File: config.mk
export PLATFORM = sky130hd
export DESIGN_NAME = fft_stage_sched_flat
export DESIGN_NICKNAME = d
export VERILOG_FILES = /design/src/rtl/fft_ctrl_pkg.sv /design/src/rtl/fft_stage_sched_if.sv /design/src/rtl/fft_cap_pipe.sv /design/src/rtl/fft_stage_sched.sv /design/src/flat_wrapper.sv
export SDC_FILE = /design/constraint.sdc
export NUM_CORES = 1
export LEC_CHECK = 0
export BUFFER_PORTS_ARGS = -buffer_cell sky130_fd_sc_hd__buf_2
export CORE_AREA = 2 2 42 44
export DETAILED_ROUTE_END_ITERATION = 12
export DIE_AREA = 0 0 44 46
export PLACE_DENSITY = 0.7
export SETUP_SLACK_MARGIN = 0.5
export SYNTH_ARGS = -nofsm -noshare
export SYNTH_HDL_FRONTEND = slang
export SYNTH_HIERARCHICAL = 1
export SYNTH_SLANG_ARGS = --single-unit
File: constraint.sdc
create_clock -name clk -period 2.51 [get_ports clk]
set_input_delay 0 -clock clk [delete_from_list [all_inputs] [get_ports clk]]
set_output_delay 0 -clock clk [all_outputs]
set_load 0.01 [all_outputs]
File: src/rtl/fft_ctrl_pkg.sv
// ==========================================================
// fft_ctrl_pkg : shared types and constants for the FFT stage scheduler
// Revision: 1.0
// ==========================================================
`default_nettype none

package fft_ctrl_pkg;

  localparam int SLOTS   = 4;
  localparam int SEL_W   = 2;
  localparam int STAGE_W = 2;

  typedef enum logic [2:0] {
    IDLE   = 3'd0,
    RUN    = 3'd1,
    DRAIN  = 3'd2,
    COMMIT = 3'd3,
    DONE   = 3'd4
  } state_t;

  function automatic logic [SLOTS-1:0] slot_onehot(input logic [SEL_W-1:0] slot);
    return {{(SLOTS-1){1'b0}}, 1'b1} << slot;
  endfunction

endpackage

`default_nettype wire

File: src/rtl/fft_stage_sched_if.sv
// ==========================================================
// fft_stage_sched_if : control/strobe bundle between scheduler and datapath
// Revision: 1.0
// ==========================================================
`default_nettype none

interface fft_stage_sched_if;
  import fft_ctrl_pkg::*;

  logic               start;
  logic               abort;
  logic [SEL_W-1:0]   mac_sel;
  logic [SLOTS-1:0]   cap_en;
  logic [STAGE_W-1:0] stage;
  logic               rd_bank;
  logic               wr_bank;
  logic               wr_en;
  logic               busy;
  logic               done;

  modport master (
    input  start, abort,
    output mac_sel, cap_en, stage, rd_bank, wr_bank, wr_en, busy, done
  );

  modport slave (
    output start, abort,
    input  mac_sel, cap_en, stage, rd_bank, wr_bank, wr_en, busy, done
  );

endinterface

`default_nettype wire

File: src/rtl/fft_cap_pipe.sv
// ==========================================================
// fft_cap_pipe : DEPTH-cycle delay of {valid, slot} decoded to a one-hot capture strobe
// Revision: 1.0
// ==========================================================
`default_nettype none

module fft_cap_pipe
  import fft_ctrl_pkg::*;
#(
  parameter int DEPTH = 1
) (
  input  wire logic             clk,
  input  wire logic             reset,
  input  wire logic             clear,
  input  wire logic             in_valid,
  input  wire logic [SEL_W-1:0] in_slot,
  output logic      [SLOTS-1:0] cap_en
);

  localparam int EW = SEL_W + 1;

  logic [DEPTH*EW-1:0] pipe;
  logic [EW-1:0]       tail;

  generate
    if (DEPTH == 1) begin : g_single
      always_ff @(posedge clk or negedge reset) begin
        if (!reset)     pipe <= '0;
        else if (clear) pipe <= '0;
        else            pipe <= {in_valid, in_slot};
      end
    end else begin : g_multi
      always_ff @(posedge clk or negedge reset) begin
        if (!reset)     pipe <= '0;
        else if (clear) pipe <= '0;
        else            pipe <= {pipe[(DEPTH-1)*EW-1:0], in_valid, in_slot};
      end
    end
  endgenerate

  assign tail   = pipe[DEPTH*EW-1 -: EW];
  assign cap_en = tail[EW-1] ? slot_onehot(tail[SEL_W-1:0]) : '0;

endmodule

`default_nettype wire

File: src/rtl/fft_stage_sched.sv
// ==========================================================
// fft_stage_sched : sequences slot issue, MAC drain and ping-pong commit per butterfly stage
// Revision: 1.0
// ==========================================================
`default_nettype none

module fft_stage_sched
  import fft_ctrl_pkg::*;
#(
  parameter int NUM_STAGES = 3,
  parameter int MAC_LAT    = 1
) (
  input wire logic            clk,
  input wire logic            reset,
  fft_stage_sched_if.master   bus
);

  localparam logic [STAGE_W-1:0] LAST_STAGE = STAGE_W'(NUM_STAGES - 1);
  localparam logic [1:0]         LAST_DRAIN = 2'(MAC_LAT - 1);
  localparam logic [SEL_W-1:0]   LAST_SLOT  = SEL_W'(SLOTS - 1);

  state_t             state, state_nxt;
  logic [SEL_W-1:0]   slot_cnt, slot_nxt;
  logic [STAGE_W-1:0] stage_cnt, stage_nxt;
  logic [1:0]         drain_cnt, drain_nxt;
  logic               rd_bank, bank_nxt;
  logic               issue_valid;

  always_ff @(posedge clk or negedge reset) begin
    if (!reset) begin
      state     <= IDLE;
      slot_cnt  <= '0;
      stage_cnt <= '0;
      drain_cnt <= '0;
      rd_bank   <= 1'b0;
    end else begin
      state     <= state_nxt;
      slot_cnt  <= slot_nxt;
      stage_cnt <= stage_nxt;
      drain_cnt <= drain_nxt;
      rd_bank   <= bank_nxt;
    end
  end

  always_comb begin
    state_nxt = state;
    slot_nxt  = slot_cnt;
    stage_nxt = stage_cnt;
    drain_nxt = drain_cnt;
    bank_nxt  = rd_bank;
    case (state)
      IDLE: begin
        if (bus.start) begin
          state_nxt = RUN;
          slot_nxt  = '0;
          stage_nxt = '0;
          bank_nxt  = 1'b0;
        end
      end
      RUN: begin
        slot_nxt = slot_cnt + 1'b1;
        if (slot_cnt == LAST_SLOT) begin
          state_nxt = DRAIN;
          drain_nxt = '0;
        end
      end
      DRAIN: begin
        drain_nxt = drain_cnt + 1'b1;
        if (drain_cnt == LAST_DRAIN) state_nxt = COMMIT;
      end
      COMMIT: begin
        bank_nxt = ~rd_bank;
        if (stage_cnt == LAST_STAGE) begin
          state_nxt = DONE;
        end else begin
          state_nxt = RUN;
          stage_nxt = stage_cnt + 1'b1;
          slot_nxt  = '0;
        end
      end
      DONE:    state_nxt = IDLE;
      default: state_nxt = IDLE;
    endcase
    // Abort discards any pending commit, so stage and bank keep their current values.
    if (bus.abort) begin
      state_nxt = IDLE;
      slot_nxt  = '0;
      drain_nxt = '0;
      stage_nxt = stage_cnt;
      bank_nxt  = rd_bank;
    end
  end

  assign issue_valid = (state == RUN);

  fft_cap_pipe #(.DEPTH(MAC_LAT)) u_cap_pipe (
    .clk      (clk),
    .reset    (reset),
    .clear    (bus.abort),
    .in_valid (issue_valid),
    .in_slot  (slot_cnt),
    .cap_en   (bus.cap_en)
  );

  assign bus.mac_sel = issue_valid ? slot_cnt : '0;
  assign bus.stage   = stage_cnt;
  assign bus.rd_bank = rd_bank;
  assign bus.wr_bank = ~rd_bank;
  assign bus.wr_en   = (state == COMMIT);
  assign bus.busy    = (state != IDLE);
  assign bus.done    = (state == DONE);

endmodule

`default_nettype wire

File: src/flat_wrapper.sv
// flat-port wrapper written by rule: the top's interface ports become plain ports
module fft_stage_sched_flat import fft_ctrl_pkg::*;
#(
  parameter int NUM_STAGES = 3,
  parameter int MAC_LAT    = 1
)
  (clk, reset, bus_start, bus_abort, bus_mac_sel, bus_cap_en, bus_stage, bus_rd_bank, bus_wr_bank, bus_wr_en, bus_busy, bus_done);
  fft_stage_sched_if bus_i ();
  input wire logic clk;
  input wire logic reset;
  input wire logic [$bits(bus_i.start)-1:0] bus_start;
  input wire logic [$bits(bus_i.abort)-1:0] bus_abort;
  output wire logic [$bits(bus_i.mac_sel)-1:0] bus_mac_sel;
  output wire logic [$bits(bus_i.cap_en)-1:0] bus_cap_en;
  output wire logic [$bits(bus_i.stage)-1:0] bus_stage;
  output wire logic [$bits(bus_i.rd_bank)-1:0] bus_rd_bank;
  output wire logic [$bits(bus_i.wr_bank)-1:0] bus_wr_bank;
  output wire logic [$bits(bus_i.wr_en)-1:0] bus_wr_en;
  output wire logic [$bits(bus_i.busy)-1:0] bus_busy;
  output wire logic [$bits(bus_i.done)-1:0] bus_done;
  assign bus_i.start = bus_start;
  assign bus_i.abort = bus_abort;
  assign bus_mac_sel = bus_i.mac_sel;
  assign bus_cap_en = bus_i.cap_en;
  assign bus_stage = bus_i.stage;
  assign bus_rd_bank = bus_i.rd_bank;
  assign bus_wr_bank = bus_i.wr_bank;
  assign bus_wr_en = bus_i.wr_en;
  assign bus_busy = bus_i.busy;
  assign bus_done = bus_i.done;
  fft_stage_sched #(.NUM_STAGES(NUM_STAGES), .MAC_LAT(MAC_LAT)) u_core (.clk(clk), .reset(reset), .bus(bus_i));
endmodule
Word-level counts from Yosys, hierarchy flattened
Cells that the tools add are included.
{ "op_classes": {"magnitude_cmp": 0, "bitwise": 2, "reduce_logical": 11, "add_sub_neg": 3, "mux": 20, "n_shift": 1, "eq_ne": 12, "n_mul": 0, "div_mod_pow": 0} }
{ "ops": {"columns": ["op", "n"], "rows": [
  ["two-way mux 3 bit", 6],
  ["two-way mux 2 bit", 7],
  ["one-hot mux 3 bit (4 select lines)", 1],
  ["inequality test 3 bit, second input constant", 3],
  ["AND reduction 3 bit", 3],
  ["one-hot mux 2 bit (2 select lines)", 2],
  ["adder 2 x 1 -> 2 bit, second input constant", 3],
  ["== test 3 x 2 -> 1 bit, second input constant", 2],
  ["one-hot mux 2 bit (3 select lines)", 1],
  ["nonzero test 3 bit", 2],
  ["== test 2 bit, second input constant", 2],
  ["two-way mux 4 bit", 1],
  ["inequality test 2 bit, second input constant", 2],
  ["AND reduction 4 bit", 1],
  ["nonzero test 4 bit", 1],
  ["left shift 1 x 2 -> 4 bit, first input constant", 1],
  ["== test 3 x 1 -> 1 bit, second input constant", 1],
  ["== test 3 bit, second input constant", 1],
  ["logical NOT 3 bit", 1],
  ["inequality test 3 x 2 -> 1 bit, second input constant", 1],
  ["logical NOT 2 bit", 1],
  ["NOT 1 bit", 2],
  ["one-hot mux 1 bit (2 select lines)", 1],
  ["AND reduction 2 bit", 1],
  ["other kinds (2)", 2]
]} }
{ "word_totals": {"mem_count": 0, "regBits": 13, "output_inout_bits": 13, "romBits": 0, "latchBits": 0, "ram_bits": 0, "in_bits": 4, "word_cells": 55} }

Logic depth before layout (Yosys ltp)
Gate-level depths: netlist (run 1).
{ "depth": {"word_depth": 4, "mapped_depth": 5, "mapped_depth_nobuf": 5} }

Modules after synthesis
The synthesis (run 1) kept the hierarchy.
{ "modules_own_cells": {"columns": ["module", "instances", "seq_area_each_um2", "cells_per_inst", "area_each_um2"], "rows": [
  ["fft_stage_sched", 1, 250.2, 66, 619.3],
  ["fft_cap_pipe", 1, 75.1, 10, 131.4]
]} }

Worst setup path after synthesis (run 1)
OpenSTA, ideal clock, no wires.
{ "synth_timing": {"path_type": "register -> register", "startpoint": "reg u_core.stage_cnt[0], in the netlist u_core/bus.stage[0]", "endpoint": "reg u_core.slot_cnt[0]", "t_arrival_ns": 1.133, "slack_ns": 1.251, "synth_period_minus_slack_ns": 1.259, "t_required_ns": 2.384, "path_stages_with_launch": 6, "setup_time_ns": 0.126, "n_path_buf": 0, "cell_sequence": "dfrtp_1 > inv_1 > ha_1 > nand2b_1 > a211oi_1 > a21oi_1"} }
{ "synth_via": {"elab_chain_len": 3} }
{ "synth_lines": {"columns": ["element", "line", "rtl"], "rows": [
  ["from (decl)", "fft_stage_sched.sv:24", "logic [STAGE_W-1:0] stage_cnt, stage_nxt;"],
  ["from (signal assigned)", "fft_stage_sched.sv:39", "stage_cnt <= stage_nxt;"],
  ["== test 2 bit", "fft_stage_sched.sv:73", "if (stage_cnt == LAST_STAGE) begin"],
  ["inequality test 3 bit (no line)", null, null],
  ["AND reduction 3 bit (no line)", null, null],
  ["to (signal assigned)", "fft_stage_sched.sv:38", "slot_cnt <= slot_nxt;"],
  ["to (decl)", "fft_stage_sched.sv:23", "logic [SEL_W-1:0] slot_cnt, slot_nxt;"]
]} }
Every way passes these cells.
A chain may end at the register's enable or synchronous reset.

Worst setup path in the final report (run 1)
{ "layout_timing": {"startpoint": "reg u_core.state[0]", "endpoint": "out bus_mac_sel[0]"} }
{ "layout_via": {"elab_chain_len": 2} }
{ "layout_lines": {"columns": ["element", "line", "rtl"], "rows": [
  ["from (decl)", "fft_stage_sched.sv:22", "state_t state, state_nxt;"],
  ["from (signal assigned)", "fft_stage_sched.sv:37", "state <= state_nxt;"],
  ["== test 3 x 1 -> 1 bit", "fft_stage_sched.sv:94", "assign issue_valid = (state == RUN);"],
  ["named net u_core.issue_valid", "fft_stage_sched.sv:27", "logic issue_valid;"],
  ["two-way mux 2 bit", "fft_stage_sched.sv:105", "assign bus.mac_sel = issue_valid ? slot_cnt : '0;"],
  ["to (decl)", "flat_wrapper.sv:13", "output wire logic [$bits(bus_i.mac_sel)-1:0] bus_mac_sel;"]
]} }
The timed path passes the listed nets, and every way through them passes these cells.

==> flow_metrics.env, run 1 <==
export IMPL_final_cell_mix="16 x buf_2, 13 x dfrtp_1, 6 x inv_1, 6 x nand2_1"
export IMPL_synth_cells=76
export IMPL_antenna_left=0
export IMPL_ys_flop_type="dfrtp_1"
export IMPL_syn_area_um2=751
export IMPL_clk_latency_ns=0.27
export IMPL_final_hold_violation_count=0
export IMPL_end_kind="primary output"
export IMPL_placed_cells=106
export IMPL_cts_num_sinks=13
export IMPL_viasPerCell=5.45
export IMPL_drive_gt1_share_pct=24.5
export IMPL_syn_num_nets=83
export IMPL_drv_cap=0
export IMPL_die_y_um=46
export IMPL_grt_overflow=0
export IMPL_crit_required_ns=2.51
export IMPL_drt_total_wl_mm=1.44
export IMPL_grt_pass1_vias=502
export IMPL_yosysUniqueCellTypes=33
export IMPL_synth_avg_cell_area_um2=9.88
export IMPL_vias=605
export IMPL_max_freq_mhz=654
export IMPL_grt_pass1_wl_mm=2.25
export IMPL_ios=17
export IMPL_cts_htree_levels=1
export IMPL_die_w_um=44
export IMPL_cts_made_buffers=3
export IMPL_outcome="completed"
export IMPL_timing_final_crit_share_pct=60.9
export IMPL_fin_util_pct=54.0
export IMPL_final_common_cell="buf_2"
export IMPL_synth_xor_area_share_pct=0
export IMPL_initial_utilization_pct=46.5
export IMPL_nets=102
export IMPL_ys_ff_latch=13
export IMPL_powerDensity_nw_per_um2=451
export IMPL_drtIter0Drc=9
export IMPL_synth_top_family_by_area="simple AND/OR/NAND/NOR gates"
export IMPL_worstPathArrival_ns=1.53
export IMPL_final_instance_count_excl_fill=111
export IMPL_start_kind="flop"
export IMPL_synth_edf_count=0
export IMPL_slew_headroom_pct=71.5
export IMPL_antenna_found_initial=0
export IMPL_synth_seq_area_share_pct=43.3
export IMPL_fillers=156
export IMPL_path_clk_slew_ns=0.08
export IMPL_port_buffers=16
export IMPL_yosys_warnings=6
export IMPL_hpwl_mm=1.03
export IMPL_clk_path_buf_depth=2
export IMPL_cts_root_buffer="clkbuf_4"
export IMPL_tns_ns=0
export IMPL_critPathKind="reg2out"
export IMPL_total_power_uw=392
export IMPL_cp_max_fo=16
export IMPL_core_area_um2=1610
export IMPL_die_area_um2=2020
export IMPL_synthAdderAreaFrac_pct=5.00
export IMPL_worst_slew_pin_slew_ns=0.427
export IMPL_wl_per_cell_um=13.0
export IMPL_setup_violations_final=0
export IMPL_synth_compound_area_share_pct=14.7
export IMPL_std_cell_rows=15
export IMPL_muxShareOfSynthArea_pct=1.50
export IMPL_ctsResizeCount=0
export IMPL_synthSimpleGateAreaFrac_pct=30.2
export IMPL_grt_max_degree=17
export IMPL_first_pass_iters=4
export IMPL_grt_use_total_pct=15.9
export IMPL_skew_ns=0.00124
export IMPL_hold_class="in2reg"
export IMPL_drc=0
export IMPL_place_congestion=0.833
export IMPL_power_leakage_uw=0.000459
export IMPL_rsz0062_at_grt="false"
export IMPL_n_antenna_cell=0
export IMPL_slew_violations=0
export IMPL_areaGrowthSynthToFinish_pct=16.0
export IMPL_period_needed_ns=1.53
export IMPL_async_flop_share_pct=100
export IMPL_cts_tree="built"
export IMPL_peakVddDrop_v=0.000320
## registers in the layout, summed over array words and instances (netlist names)
name / flops
u_core/u_cap_pipe/pipe: 3
u_core/bus.rd_bank: 1
u_core/bus.stage: 2
u_core/drain_cnt: 2
u_core/slot_cnt: 2
u_core/state: 3
## what timing repair did
action / in CTS / in global routing
buffers inserted: 0 / 0
setup endpoints to repair: 0 / 0
hold buffers: 1 / 0
endpoints found under the hold margin: 13 / 0
## worst max-delay path, cell delays in order, from the launching register on
cell     delay [ns]
dfrtp_1        0.58
nor3b_2        0.38
and2_1         0.17
buf_2          0.12
## path summary, 6_finish.rpt
| path | from | end | cells after the start | slack (ns) |
|---|---|---|---|---|
| max | u_core/state[0] | bus_mac_sel[0] | 3 | 0.98 |
| min | bus_abort | u_core/u_cap_pipe/pipe[1] | 2 | 0.0005 |
| max reg2reg | u_core/state[0] | u_core/bus.rd_bank | 3 | 1.07 |
| min reg2reg | u_core/bus.stage[0] | u_core/bus.stage[0] | 1 | 0.50 |
| max in group asynchronous | reset | u_core/slot_cnt[1] | 2 | 2.14 |
| min in group asynchronous | reset | u_core/u_cap_pipe/pipe[2] | 2 | 0.14 |
## through the flow
step	cell area, um2	hold slack (ns)	worst slack [ns]
after floorplan	751	-0.296	1.25
after global placement	835	-0.0938	1.15
after detailed placement	835	-0.0888	1.12
after CTS	871	0.00694	1.01
after global routing	871	0.0275	0.905
final	871	0.000456	0.982
## cell families (layout without fill, tap and decap cells)
logic type                 Yosys count  count (layout)
and+or+nand+nor                     34              34
adders and majority gates            3               3
AOI/OAI and AO/OA                   16              16
muxes                                1               1
buffers and inverters                9              27
DFF                                 13              13
## where the power goes
part	total, uW	internal [uW]	switching (uW)
logic	38.3	16.8	21.5
registers	223	215	8.48
clock network	131	61.6	69.3
## routing by layer
layer | up-vias | track usage, % | part of all wire, %
met5 | - | 0 | 0
met3 | 4 | 3.57 | 3.9
met2 | 16 | 24.1 | 42
li1 | 305 | - | -
met1 | 280 | 20.1 | 51
met4 | 0 | 10.9 | 2.5
## cells in the mapped netlist, types with 2 or more instances
cell / count / area, um2
a211oi_1: 2 / 15.0
nor2b_1: 3 / 18.8
dfrtp_1: 13 / 325
nor2_1: 3 / 11.3
nand2_1: 6 / 22.5
ha_1: 3 / 37.5
a21oi_1: 4 / 20.0
o31ai_1: 2 / 15.0
nor3b_2: 2 / 25.0
inv_1: 6 / 22.5
buf_2: 2 / 10.0
and3b_1: 4 / 35.0
and2_1: 3 / 18.8
nor3b_1: 2 / 15.0
nand3_1: 2 / 10.0
nand2b_1: 2 / 12.5
## final cells by class
| cell class | count | area, um2 | share of cell area [%] |
|---|---|---|---|
| clock buffers | 4 | 26.3 | 3.02 |
| repair buffers | 17 | 90.1 | 10.3 |
| well taps | 17 | 21.3 | 2.44 |
| multi-input cells | 54 | 385 | 44.3 |
| inverters | 6 | 22.5 | 2.59 |
| flip-flops and latches | 13 | 325 | 37.4 |
No activity file was read; power rests on OpenSTA's default activity.
==> inputs of run 2 (changes only) <==
- clock period: 2.51 -> 1.5 ns (I/O delays scaled with it)
==> flow_metrics.env, run 2 (synthesis gave the netlist of run 1 again) <==
export IMPL_cts_tree="built"
export IMPL_areaGrowthSynthToFinish_pct=66.3
export IMPL_cts_htree_levels=1
export IMPL_die_y_um=46
export IMPL_grt_use_total_pct=22.3
export IMPL_ios=17
export IMPL_grt_pass1_wl_mm=3.29
export IMPL_wl_per_cell_um=15.1
export IMPL_die_area_um2=2020
export IMPL_placed_cells=109
export IMPL_fillers=105
export IMPL_place_congestion=0.750
export IMPL_port_buffers=16
export IMPL_tns_ns=0
export IMPL_outcome="completed"
export IMPL_layout_setup_ws_ns=0.126
export IMPL_fin_util_pct=77.4
export IMPL_max_freq_mhz=728
export IMPL_cp_max_fo=3
export IMPL_period_needed_ns=1.37
export IMPL_setup_violations_final=0
export IMPL_viasPerCell=5.58
export IMPL_drv_cap=0
export IMPL_die_w_um=44
export IMPL_slew_headroom_pct=79.4
export IMPL_slew_violations=0
export IMPL_crit_start="u_core/state[2]"
export IMPL_hold_start="bus_abort"
export IMPL_grt_pass1_vias=740
export IMPL_worstPathArrival_ns=1.55
export IMPL_drtIter0Drc=23
export IMPL_hold_class="in2reg"
export IMPL_clk_latency_ns=0.28
export IMPL_final_seq_area_um2=328
export IMPL_std_cell_rows=15
export IMPL_powerDensity_nw_per_um2=597
export IMPL_antenna_left=0
export IMPL_antenna_found_initial=0
export IMPL_dp_slack_ns=0.195
export IMPL_crit_required_ns=1.67
export IMPL_peakVddDrop_v=0.000524
export IMPL_core_area_um2=1610
export IMPL_reg_largest_list="u_core/state x3, u_core/u_cap_pipe/pipe x3"
export IMPL_power_leakage_uw=0.000631
export IMPL_grt_max_degree=14
export IMPL_grt_overflow=0
export IMPL_cts_num_sinks=13
export IMPL_drive_gt1_share_pct=62.0
export IMPL_r2r_start="u_core/state[2]"
export IMPL_path_clk_slew_ns=0.09
export IMPL_cts_root_buffer="clkbuf_4"
export IMPL_worst_slew_pin_slew_ns=0.309
export IMPL_skew_ns=0.00573
export IMPL_n_antenna_cell=0
export IMPL_hpwl_mm=1.10
export IMPL_first_pass_iters=4
export IMPL_final_instance_count_excl_fill=138
export IMPL_start_kind="flop"
export IMPL_initial_utilization_pct=46.5
export IMPL_cts_made_buffers=3
export IMPL_timing_final_crit_share_pct=91.6
export IMPL_vias=770
export IMPL_drt_total_wl_mm=2.09
export IMPL_end_kind="flop"
export IMPL_final_hold_violation_count=0
export IMPL_clk_path_buf_depth=2
export IMPL_nets=129
export IMPL_rsz0062_at_grt="true"
export IMPL_drc=0
export IMPL_multi_input_area_um2=499
export IMPL_final_cell_mix="15 x buf_2, 15 x buf_6, 13 x buf_4, 11 x dfrtp_1, 5 x inv_1"
export IMPL_total_power_uw=745
export IMPL_critPathKind="reg2reg"
-- run 2: changes by cell type in the layout (fill, tap and decap cells not counted), moves of 2 or more --
cell,delta
dfrtp_1,-2
nor3b_1,-2
o21ai_2,+2
nand2_2,+2
nor2_1,-2
buf_6,+15
buf_4,+13
nand2_1,-2
dfrtp_2,+2
ha_1,-2
-- run 2: what timing repair did --
item                                   CTS  global route
pin swaps                               19            10
setup buffers                           21             3
resized for setup                       29             9
setup endpoints to repair               20            21
hold buffers                             1             0
endpoints found under the hold margin   13             0
-- run 2: worst max-delay path, cell delays in order (launching register included) --
cell and delay [ns]:
dfrtp_1 0.43, buf_4 0.15, or4b_1 0.49, a21oi_1 0.14, a211oi_1 0.06
-- run 2: final cells by class --
type                    instances  share of cell area [%]
clock buffers                   4                    2.10
repair buffers                 44                    28.2
multi-input cells              54                    40.0
well taps                      17                    1.70
flip-flops and latches         13                    26.3
inverters                       6                    1.80
-- run 2: metrics by stage --
stage	area (um2)	hold slack, ns
2_1_floorplan	788	-0.296
3_3_place_gp	888	-0.0963
3_5_place_dp	888	-0.0904
4_1_cts	1190	0.00795
5_1_grt	1250	0.0469
6_report	1250	0.0267
-- run 2: per-layer routing --
layer / routed length (um) / GRT usage, % / vias up
li1: - / - / 365
met1: 891 / 27.1 / 380
met2: 1080 / 39.7 / 23
met3: 105 / 3.97 / 2
met4: 16 / 7.27 / 0
met5: 0 / 0 / -
-- run 2: where the power goes --
part | switching [uW] | total [uW] | internal (uW)
registers | 8.19 | 368 | 360
logic | 69.3 | 149 | 80.0
clock network | 125 | 228 | 103
-- run 2: worst paths after layout --
kind | end | slack [ns] | cells past startpoint
max | u_core/bus.rd_bank | 0.13 | 4
max in group asynchronous | u_core/state[1] | 1.12 | 2
min | u_core/state[1] | 0.03 | 2
max reg2reg | u_core/bus.rd_bank | 0.13 | 4
min in group asynchronous | u_core/state[2] | 0.13 | 2
min reg2reg | u_core/bus.rd_bank | 0.53 | 1
==> inputs of run 3 (changes only) <==
- clock period: 1.5 -> 1.65 ns (I/O delays scaled with it)
==> flow_metrics.env, run 3 (synthesis gave the netlist of run 1 again) <==
export IMPL_outcome="completed"
export IMPL_skew_ns=0.00602
export IMPL_path_clk_slew_ns=0.09
export IMPL_fillers=127
export IMPL_final_hold_violation_count=0
export IMPL_end_kind="flop"
export IMPL_viasPerCell=5.67
export IMPL_crit_required_ns=1.82
export IMPL_final_seq_area_um2=330
export IMPL_cts_htree_levels=1
export IMPL_place_congestion=0.769
export IMPL_cts_num_sinks=13
export IMPL_cts_tree="built"
export IMPL_power_frac_clock_pct=31.4
export IMPL_period_needed_ns=1.38
export IMPL_port_buffers=16
export IMPL_max_freq_mhz=726
export IMPL_timing_final_crit_share_pct=83.5
export IMPL_clk_latency_ns=0.28
export IMPL_first_pass_iters=4
export IMPL_final_cell_mix="16 x buf_2, 9 x dfrtp_1, 8 x buf_4, 7 x buf_6, 5 x inv_1"
export IMPL_hold_class="in2reg"
export IMPL_setup_violations_final=0
export IMPL_max_stage_delay_ns=0.54
export IMPL_start_kind="flop"
export IMPL_drt_total_wl_mm=2.07
export IMPL_reg_largest_list="u_core/state x3, u_core/u_cap_pipe/pipe x3"
export IMPL_nets=120
export IMPL_cp_slowest_cell="or4b_1"
export IMPL_cts_root_buffer="clkbuf_4"
export IMPL_rsz0062_at_grt="true"
export IMPL_n_antenna_cell=0
export IMPL_antenna_left=0
export IMPL_std_cell_rows=15
export IMPL_clk_path_buf_depth=2
export IMPL_holdPathStages=2
export IMPL_place_area_um2=860
export IMPL_die_y_um=46
export IMPL_vias=731
export IMPL_die_area_um2=2020
export IMPL_antenna_found_initial=0
export IMPL_cp_max_fo=9
export IMPL_power_leakage_uw=0.000576
export IMPL_initial_utilization_pct=46.5
export IMPL_wl_per_cell_um=16.0
export IMPL_slew_violations=0
export IMPL_multi_input_area_um2=492
export IMPL_tns_ns=0
export IMPL_grt_pass1_vias=692
export IMPL_grt_use_total_pct=20.2
export IMPL_p_seq_share_pct=50.9
export IMPL_cts_made_buffers=3
export IMPL_final_common_cell="buf_2"
export IMPL_drive_gt1_share_pct=53.6
export IMPL_drv_cap=0
export IMPL_slew_headroom_pct=79.8
export IMPL_worst_slew_pin_slew_ns=0.302
export IMPL_ios=17
export IMPL_die_w_um=44
export IMPL_r2r_cells=3
export IMPL_cp_cell_sequence="or4b_1, a21oi_1, a211oi_1"
export IMPL_sw_frac_of_total_pct=27.4
export IMPL_drc=0
export IMPL_drtIter0Drc=17
export IMPL_pwr_share_comb_pct=17.7
export IMPL_hpwl_mm=1.03
export IMPL_worstPathArrival_ns=1.55
export IMPL_grt_pass1_wl_mm=2.98
export IMPL_powerDensity_nw_per_um2=575
export IMPL_areaGrowthSynthToFinish_pct=53.3
export IMPL_peakVddDrop_v=0.000516
export IMPL_critPathKind="reg2reg"
export IMPL_power_switching_uw=181
export IMPL_grt_overflow=0
export IMPL_finalInstanceArea_um2=1150
export IMPL_p_int_uw=481
export IMPL_grt_max_degree=14
export IMPL_core_area_um2=1610
-- run 3: cell count changes in the layout (fill, tap and decap cells not counted), sizes merged --
cell / previous run / this run
dlygate4sd3: 1 / 4
buf: 43 / 31
-- run 3: per-stage QoR --
step | hold WS (ns) | std cells | setup WS [ns] | utilization [%] | total power [uW]
after CTS | 0.00353 | 128 | 0.340 | 67.6 | 647
final | 0.0249 | 129 | 0.273 | 71.3 | 662
after global placement | -0.0960 | 107 | 0.308 | 53.3 | 403
after detailed placement | -0.0947 | 107 | 0.272 | 53.3 | 406
after floorplan | -0.296 | 76 | 0.458 | - | 381
after global routing | 0.0291 | 129 | 0.269 | 71.3 | 692
-- run 3: worst paths after layout --
check / from / endpoint / slack [ns]
hold / removal: bus_abort / u_core/drain_cnt[1] / 0.02
setup / recovery: u_core/state[2] / u_core/bus.rd_bank / 0.27
hold reg to reg: u_core/bus.stage[0] / u_core/bus.stage[0] / 0.53
min in group asynchronous: reset / u_core/state[1] / 0.13
setup reg to reg: u_core/state[2] / u_core/bus.rd_bank / 0.27
max in group asynchronous: reset / u_core/bus.stage[1] / 1.28
-- run 3: power by group through the flow --
stage | clock (uW) | combinational (uW) | sequential (uW)
3_3_place_gp | 0 | 57.1 | 346
4_1_cts | 210 | 102 | 336
6_report | 208 | 117 | 337
2_1_floorplan | 0 | 40.1 | 341
5_1_grt | 228 | 126 | 338
3_5_place_dp | 0 | 58.4 | 347
-- run 3: timing repair --
action	in CTS	in global routing
endpoints found under the hold margin	14	0
endpoints found under the setup margin	16	16
resized for setup	18	15
setup buffers	13	1
pin swaps	8	12
hold buffers	4	0
-- run 3: final cells by class --
class / count / area share [%]
timing repair buffer: 35 / 22.5
sequential: 13 / 28.7
tap: 17 / 1.85
clock buffer: 4 / 2.28
inverter: 6 / 1.96
multi-input combinational: 54 / 42.7
-- run 3: worst max-delay path: cells and delay by family, from the launching register on --
kind / cells / cell delay (ns)
AOI/OAI and AO/OA: 2 / 0.24
and+or+nand+nor: 1 / 0.54
DFF: 1 / 0.48
-- run 3: layer usage --
layer	wire length (um)	up-vias	global-route usage [%]
met5	0	-	0
met4	42	0	5.45
met3	94	4	3.97
met2	1060	26	36.2
met1	870	357	24.5
li1	-	344	-
